--- config.mk ---
export PLATFORM = sky130hd
export DESIGN_NAME = digit_scan_ctrl
export DESIGN_NICKNAME = d
export VERILOG_FILES = /design/src/rtl/scan_pkg.sv /design/src/rtl/scan_tick_gen.sv /design/src/rtl/digit_scan_ctrl.sv
export SDC_FILE = /design/constraint.sdc
export NUM_CORES = 1
export LEC_CHECK = 0
export CORE_UTILIZATION = 50
export CTS_BUF_LIST = sky130_fd_sc_hd__clkbuf_2
export DETAILED_ROUTE_END_ITERATION = 10
export GPL_TIMING_DRIVEN = 1
export PLACE_DENSITY = 0.77
export SLEW_MARGIN = 25
export SYNTH_ARGS = -nofsm -noshare
export SYNTH_HDL_FRONTEND = slang
export SYNTH_SLANG_ARGS = --single-unit
export TNS_END_PERCENT = 100
--- constraint.sdc ---
create_clock -name clk -period 7.64 [get_ports clk]
set_clock_uncertainty 0.2 [all_clocks]
set_input_delay 1.528 -clock clk [delete_from_list [all_inputs] [get_ports clk]]
set_output_delay 1.528 -clock clk [all_outputs]
set_load 0.005 [all_outputs]
--- src/rtl/scan_pkg.sv ---
// Shared types and sizing constants for the 4-digit display scan controller.
package scan_pkg;

  typedef enum logic [1:0] {
    IDLE   = 2'd0,
    ACTIVE = 2'd1,
    GAP    = 2'd2
  } scan_state_e;

  localparam int unsigned NUM_DIGITS = 4;
  localparam int unsigned DIGIT_W    = 4;
  localparam int unsigned SEL_W      = 2;

endpackage

--- src/rtl/scan_tick_gen.sv ---
// Per-state cycle counter: counts up to a limit, flags terminal count, then restarts.
module scan_tick_gen #(
  parameter int unsigned CNT_W = 8
) (
  input  logic             clk,
  input  logic             rst_n,
  input  logic             clear,
  input  logic [CNT_W-1:0] limit,
  output logic             tc
);

  logic [CNT_W-1:0] cnt_q, cnt_d;

  assign tc = (cnt_q == limit);

  // Terminal count always coincides with a state change, so it restarts the count too.
  always_comb begin
    cnt_d = cnt_q + 1'b1;
    if (clear || tc) cnt_d = '0;
  end

  always_ff @(posedge clk or negedge rst_n) begin
    if (!rst_n) cnt_q <= '0;
    else        cnt_q <= cnt_d;
  end

endmodule

--- src/rtl/digit_scan_ctrl.sv ---
// Time-multiplexed 4-digit scan controller with dead-time gaps and per-frame latching.
// Optional build macro LEADING_ZERO_BLANK_EN auto-blanks leading zero digits 3..1.
module digit_scan_ctrl
  import scan_pkg::*;
#(
  parameter int unsigned TICK_DIV = 4,
  parameter int unsigned GAP_CYC  = 1,
  parameter int unsigned CNT_W    = 8
) (
  input  logic        clk,
  input  logic        rst_n,
  input  logic        run,
  input  logic [15:0] digits_in,
  input  logic [3:0]  blank_mask,
  output logic [1:0]  sel,
  output logic        sel_en,
  output logic [3:0]  digit_val,
  output logic        frame_start
);

  localparam logic [CNT_W-1:0] ACT_LIM = CNT_W'(TICK_DIV - 1);
  localparam logic [CNT_W-1:0] GAP_LIM = CNT_W'((GAP_CYC > 0) ? GAP_CYC - 1 : 0);

  scan_state_e                          state_q, state_d;
  logic [SEL_W-1:0]                     sel_q, sel_d;
  logic [NUM_DIGITS*DIGIT_W-1:0]        frame_q, frame_d;
  logic [NUM_DIGITS-1:0]                mask_q, mask_d;
  logic                                 sel_en_q, sel_en_d;
  logic [DIGIT_W-1:0]                   digit_val_q, digit_val_d;
  logic                                 frame_start_q, frame_start_d;
  logic [NUM_DIGITS-1:0]                eff_mask;
  logic                                 tc;
  logic                                 cnt_clear;
  logic [CNT_W-1:0]                     cnt_limit;

`ifdef LEADING_ZERO_BLANK_EN
  logic [NUM_DIGITS-1:0] lz_mask;
  always_comb begin
    lz_mask    = '0;
    lz_mask[3] = (digits_in[15:12] == '0);
    lz_mask[2] = lz_mask[3] && (digits_in[11:8] == '0);
    lz_mask[1] = lz_mask[2] && (digits_in[7:4] == '0);
    eff_mask   = blank_mask | lz_mask;
  end
`else
  always_comb eff_mask = blank_mask;
`endif

  assign cnt_clear = !run || (state_q == IDLE);
  assign cnt_limit = (state_q == GAP) ? GAP_LIM : ACT_LIM;

  scan_tick_gen #(.CNT_W(CNT_W)) u_tick (
    .clk   (clk),
    .rst_n (rst_n),
    .clear (cnt_clear),
    .limit (cnt_limit),
    .tc    (tc)
  );

  always_comb begin
    state_d       = state_q;
    sel_d         = sel_q;
    frame_d       = frame_q;
    mask_d        = mask_q;
    frame_start_d = 1'b0;
    if (!run) begin
      state_d = IDLE;
      sel_d   = '0;
    end else begin
      case (state_q)
        IDLE: begin
          state_d       = ACTIVE;
          sel_d         = '0;
          frame_d       = digits_in;
          mask_d        = eff_mask;
          frame_start_d = 1'b1;
        end
        ACTIVE, GAP: begin
          if (tc) begin
            if (state_q == ACTIVE && GAP_CYC > 0) begin
              state_d = GAP;
            end else begin
              state_d = ACTIVE;
              sel_d   = sel_q + 1'b1;
              if (sel_q == SEL_W'(NUM_DIGITS - 1)) begin
                frame_d       = digits_in;
                mask_d        = eff_mask;
                frame_start_d = 1'b1;
              end
            end
          end
        end
        default: begin
          state_d = IDLE;
          sel_d   = '0;
        end
      endcase
    end
    // Outputs are registered from next-state values so they line up with state_q.
    sel_en_d    = (state_d == ACTIVE) && !mask_d[sel_d];
    digit_val_d = frame_d[DIGIT_W*sel_d +: DIGIT_W];
  end

  always_ff @(posedge clk or negedge rst_n) begin
    if (!rst_n) begin
      state_q       <= IDLE;
      sel_q         <= '0;
      frame_q       <= '0;
      mask_q        <= '0;
      sel_en_q      <= 1'b0;
      digit_val_q   <= '0;
      frame_start_q <= 1'b0;
    end else begin
      state_q       <= state_d;
      sel_q         <= sel_d;
      frame_q       <= frame_d;
      mask_q        <= mask_d;
      sel_en_q      <= sel_en_d;
      digit_val_q   <= digit_val_d;
      frame_start_q <= frame_start_d;
    end
  end

  assign sel         = sel_q;
  assign sel_en      = sel_en_q;
  assign digit_val   = digit_val_q;
  assign frame_start = frame_start_q;

endmodule

==> run summary <==
===============================================================================================
X dimension of the die                                                                  67.4 um
Routed via count divided by cell count                                                     6.11
Die area                                                                           0.00454 mm^2
Share of post-route cells with drive strength above 1                                    0.0844
TritonCTS clock tree                                                                      built
Post-synthesis simple-gate area fraction                                                  0.176
Count of instances resized after the clock tree is built                                      0
Final nets                                                                                  265
Critical path data arrival time                                                         4.20 ns
Post-route DRC violation count                                                                0
Unrepaired setup endpoints after global routing                                              no
Status                                                                                completed
Antenna-violating nets left                                                                   0
Data required, critical path                                                            7.78 ns
Clock input transition at the sequential cells of the worst setup and hold paths        0.20 ns
Post-layout util                                                                          0.615
Minimum setup slack after placement                                                     3.17 ns
Clock network fraction of total power                                                     0.221
Most common cell after layout, fill and taps aside                                 sky130_fd_sc_hd__dfrtp_1
Routing usage on met3                                                                    0.0591
Path type of the worst setup path                                                     in -> reg
Synthesized netlist cell count                                                              211
Buf/Inv on CP                                                                                 1
Antenna violations before repair                                                              0
Maximum single-stage delay on the critical path                                         0.77 ns
Clk_lat worst skew                                                                      0.40 ns
Worst min-delay path class                                                           reg -> reg
Sum of net half-perimeters after detailed placement                                     3.08 mm
Largest net degree at the start of global routing                                            40
Placeable core area                                                                0.00406 mm^2
Slew at the pin with the worst max-slew slack                                          0.999 ns
Number of flip-flops and latches in the synthesized netlist                                  38
Fmax                                                                                    246 MHz
Site Rows                                                                                    23
Switching component of the power                                                       0.123 mW
Post-Layout Cell Count                                                                      287
Number of setup buffers added after CTS                                                       0
Total via count in the routed design                                                       1753
Crit-path max FO                                                                             25
CTS Buffer Depth                                                                              2
Series of cell instances along the critical path                                   clkdlybuf4s50_1 > nand2b_1 > a2111o_2 > o2bb2ai_4 > a221o_1 > a211o_1 > a211oi_2
Share of the synthesized area in compound gates (AO/OA/AOI/OAI)                           0.196
Final Hold Fails                                                                              0
WHS                                                                                    0.358 ns
Final cell area excluding filler cells                                             0.00249 mm^2
Die boundary height                                                                     67.4 um
Via count of the first global-routing pass                                                 1647
Post-layout total power                                                                0.414 mW
Ys async rst share                                                                         1.00
Global-route wire length before repair                                                  7.60 mm
Syn_area_per_cell                                                                     10.1 um^2
TritonCTS buffer count                                                                        5
GRT Util Overall                                                                          0.228
Maximum ir drop on the vdd rail                                                       0.0822 mV
Leftover overflow at the end of global routing                                                0
Adder-cell share of the synthesized area                                                 0.0351
Top cell family by delay on the critical path                                      compound AO/OA/AOI/OAI gates
Proportion of total power due to net switching                                            0.297
Total number of clock tree sinks                                                             38
Design internal power                                                                  0.291 mW
Pre-Repair DR Iteration Count                                                                 5
Slowest cell on crit path                                                          sky130_fd_sc_hd__nand2b_1
Distinct cell type count after synthesis                                                     40
Area added between synthesis and finish                                                   16.6%
Netlist Area Pre-Place                                                             0.00214 mm^2
Main flop type after synthesis                                                     sky130_fd_sc_hd__dfrtp_1
Max-Slew Margin vs Limit                                                                  0.334
Post-route setup TNS                                                                       0 ns
Final Max Slew Viols                                                                          0
Placed inst area                                                                   0.00245 mm^2
Post-synth net total                                                                        240
Wire length per cell after detailed routing                                             16.4 um
Met1 Use GR                                                                               0.288
EDFF count, synth                                                                             0
Final worst path period need                                                            4.06 ns
H-Tree Depth                                                                                  2
Main combinational cell family by area after synthesis                             compound AO/OA/AOI/OAI gates
Final weighted congestion of routability-driven global placement                          0.742
Hold-fix buffer count after cts                                                               0
Effective utilization at floorplan                                                        0.527
Post-synthesis share of cell area spent on xor and xnor gates                            0.0246
Sequential area share after synthesis                                                     0.445
Setup-violating endpoint count in the final report                                            0
Share of cell area taken by muxes after synthesis                                        0.0843
Post-detailed-routing wire length                                                       4.72 mm
CTS root buffer                                                                    sky130_fd_sc_hd__clkbuf_2
Launching element type of the critical path                                           input pin
Antenna Cells                                                                                 0
Portion of the clock cycle consumed by the worst path in the final layout                 0.531
Sequential power share                                                                    0.567
Boundary pin count                                                                           31
Minimum setup slack in the final design                                                 3.58 ns
Power share of the combinational group                                                    0.212
Max Cap Violations                                                                            0
Highest-utilization routing layer at the global route stage                                met2
Kind of capture point of the worst setup path                                         flip-flop
Power density over the cells                                                        166 mW/mm^2
Number of placed cells counting well taps                                                   279
Met2 Use GR                                                                               0.380
Top library cells by usage in the layout, fill and taps aside                      sky130_fd_sc_hd__dfrtp_1 (38), sky130_fd_sc_hd__clkdlybuf4s50_1 (29), sky130_fd_sc_hd__nand3_1 (21)
Violation count after the first detailed-routing iteration                                   93
Leakage                                                                                 1.03 nW
Number of warnings reported in the yosys synthesis log                                        0
Count of buffers from port buffering                                                         30
===============================================================================================
==> registers in the layout (all words and copies together) (netlist names) <==
name / count
frame_q: 16
sel_en: 1
digit_val: 4
frame_start: 1
state_q: 2
sel: 2
u_tick.cnt_q: 8
mask_q: 4
==> layer usage <==
metal	part of all wire	routed length, um	vias up
met4	0.010	48	0
met2	0.48	2270	38
met5	0	0	-
met1	0.47	2210	866
li1	-	-	842
met3	0.041	195	7
==> cells by family after synthesis <==
| family | after synthesis |
|---|---|
| simple gates | 71 |
| xor+xnor | 6 |
| buf+inv | 20 |
| flops | 38 |
| fa+ha+maj | 6 |
| compound gates | 52 |
| mux | 18 |
==> worst paths after layout <==
path	from	end	slack [ns]	depth (start not counted)
setup / recovery	run	sel_en	3.58	7
hold / removal	u_tick.cnt_q[0]	u_tick.cnt_q[0]	0.36	1
setup reg to reg	state_q[1]	sel_en	4.40	8
hold reg to reg	u_tick.cnt_q[0]	u_tick.cnt_q[0]	0.36	1
max in group asynchronous	rst_n	frame_q[3]	5.71	1
min in group asynchronous	rst_n	frame_start	1.00	1
==> power groups by stage <==
stage	clock, mW	sequential, mW	combinational, mW
final	0.0915	0.235	0.0876
after detailed placement	0	0.238	0.0880
after global routing	0.103	0.237	0.0976
after global placement	0	0.238	0.0855
after floorplan	0	0.236	0.0520
after CTS	0.0941	0.235	0.0883
==> cell usage after synthesis (4+ instances only) <==
cell / number / area share
sky130_fd_sc_hd__dfrtp_1: 38 / 0.44
sky130_fd_sc_hd__nand3_1: 21 / 0.049
sky130_fd_sc_hd__mux2i_1: 18 / 0.084
sky130_fd_sc_hd__nand2_1: 18 / 0.032
sky130_fd_sc_hd__a22oi_1: 16 / 0.056
sky130_fd_sc_hd__o211ai_1: 16 / 0.056
sky130_fd_sc_hd__nor2_1: 11 / 0.019
sky130_fd_sc_hd__clkbuf_1: 7 / 0.012
sky130_fd_sc_hd__inv_1: 7 / 0.012
sky130_fd_sc_hd__a21oi_1: 6 / 0.014
sky130_fd_sc_hd__ha_1: 6 / 0.035
sky130_fd_sc_hd__xor2_1: 4 / 0.016
==> cell type report <==
cell class / count / area (um^2)
sequential: 38 / 951
fill: 346 / 1560
timing repair buffer: 31 / 303
clock buffer: 6 / 30.0
multi-input combinational: 153 / 1110
tap: 50 / 62.6
clock inverter: 2 / 8.76
inverter: 7 / 26.3
Note: power is estimated with default switching activity, not from simulation.
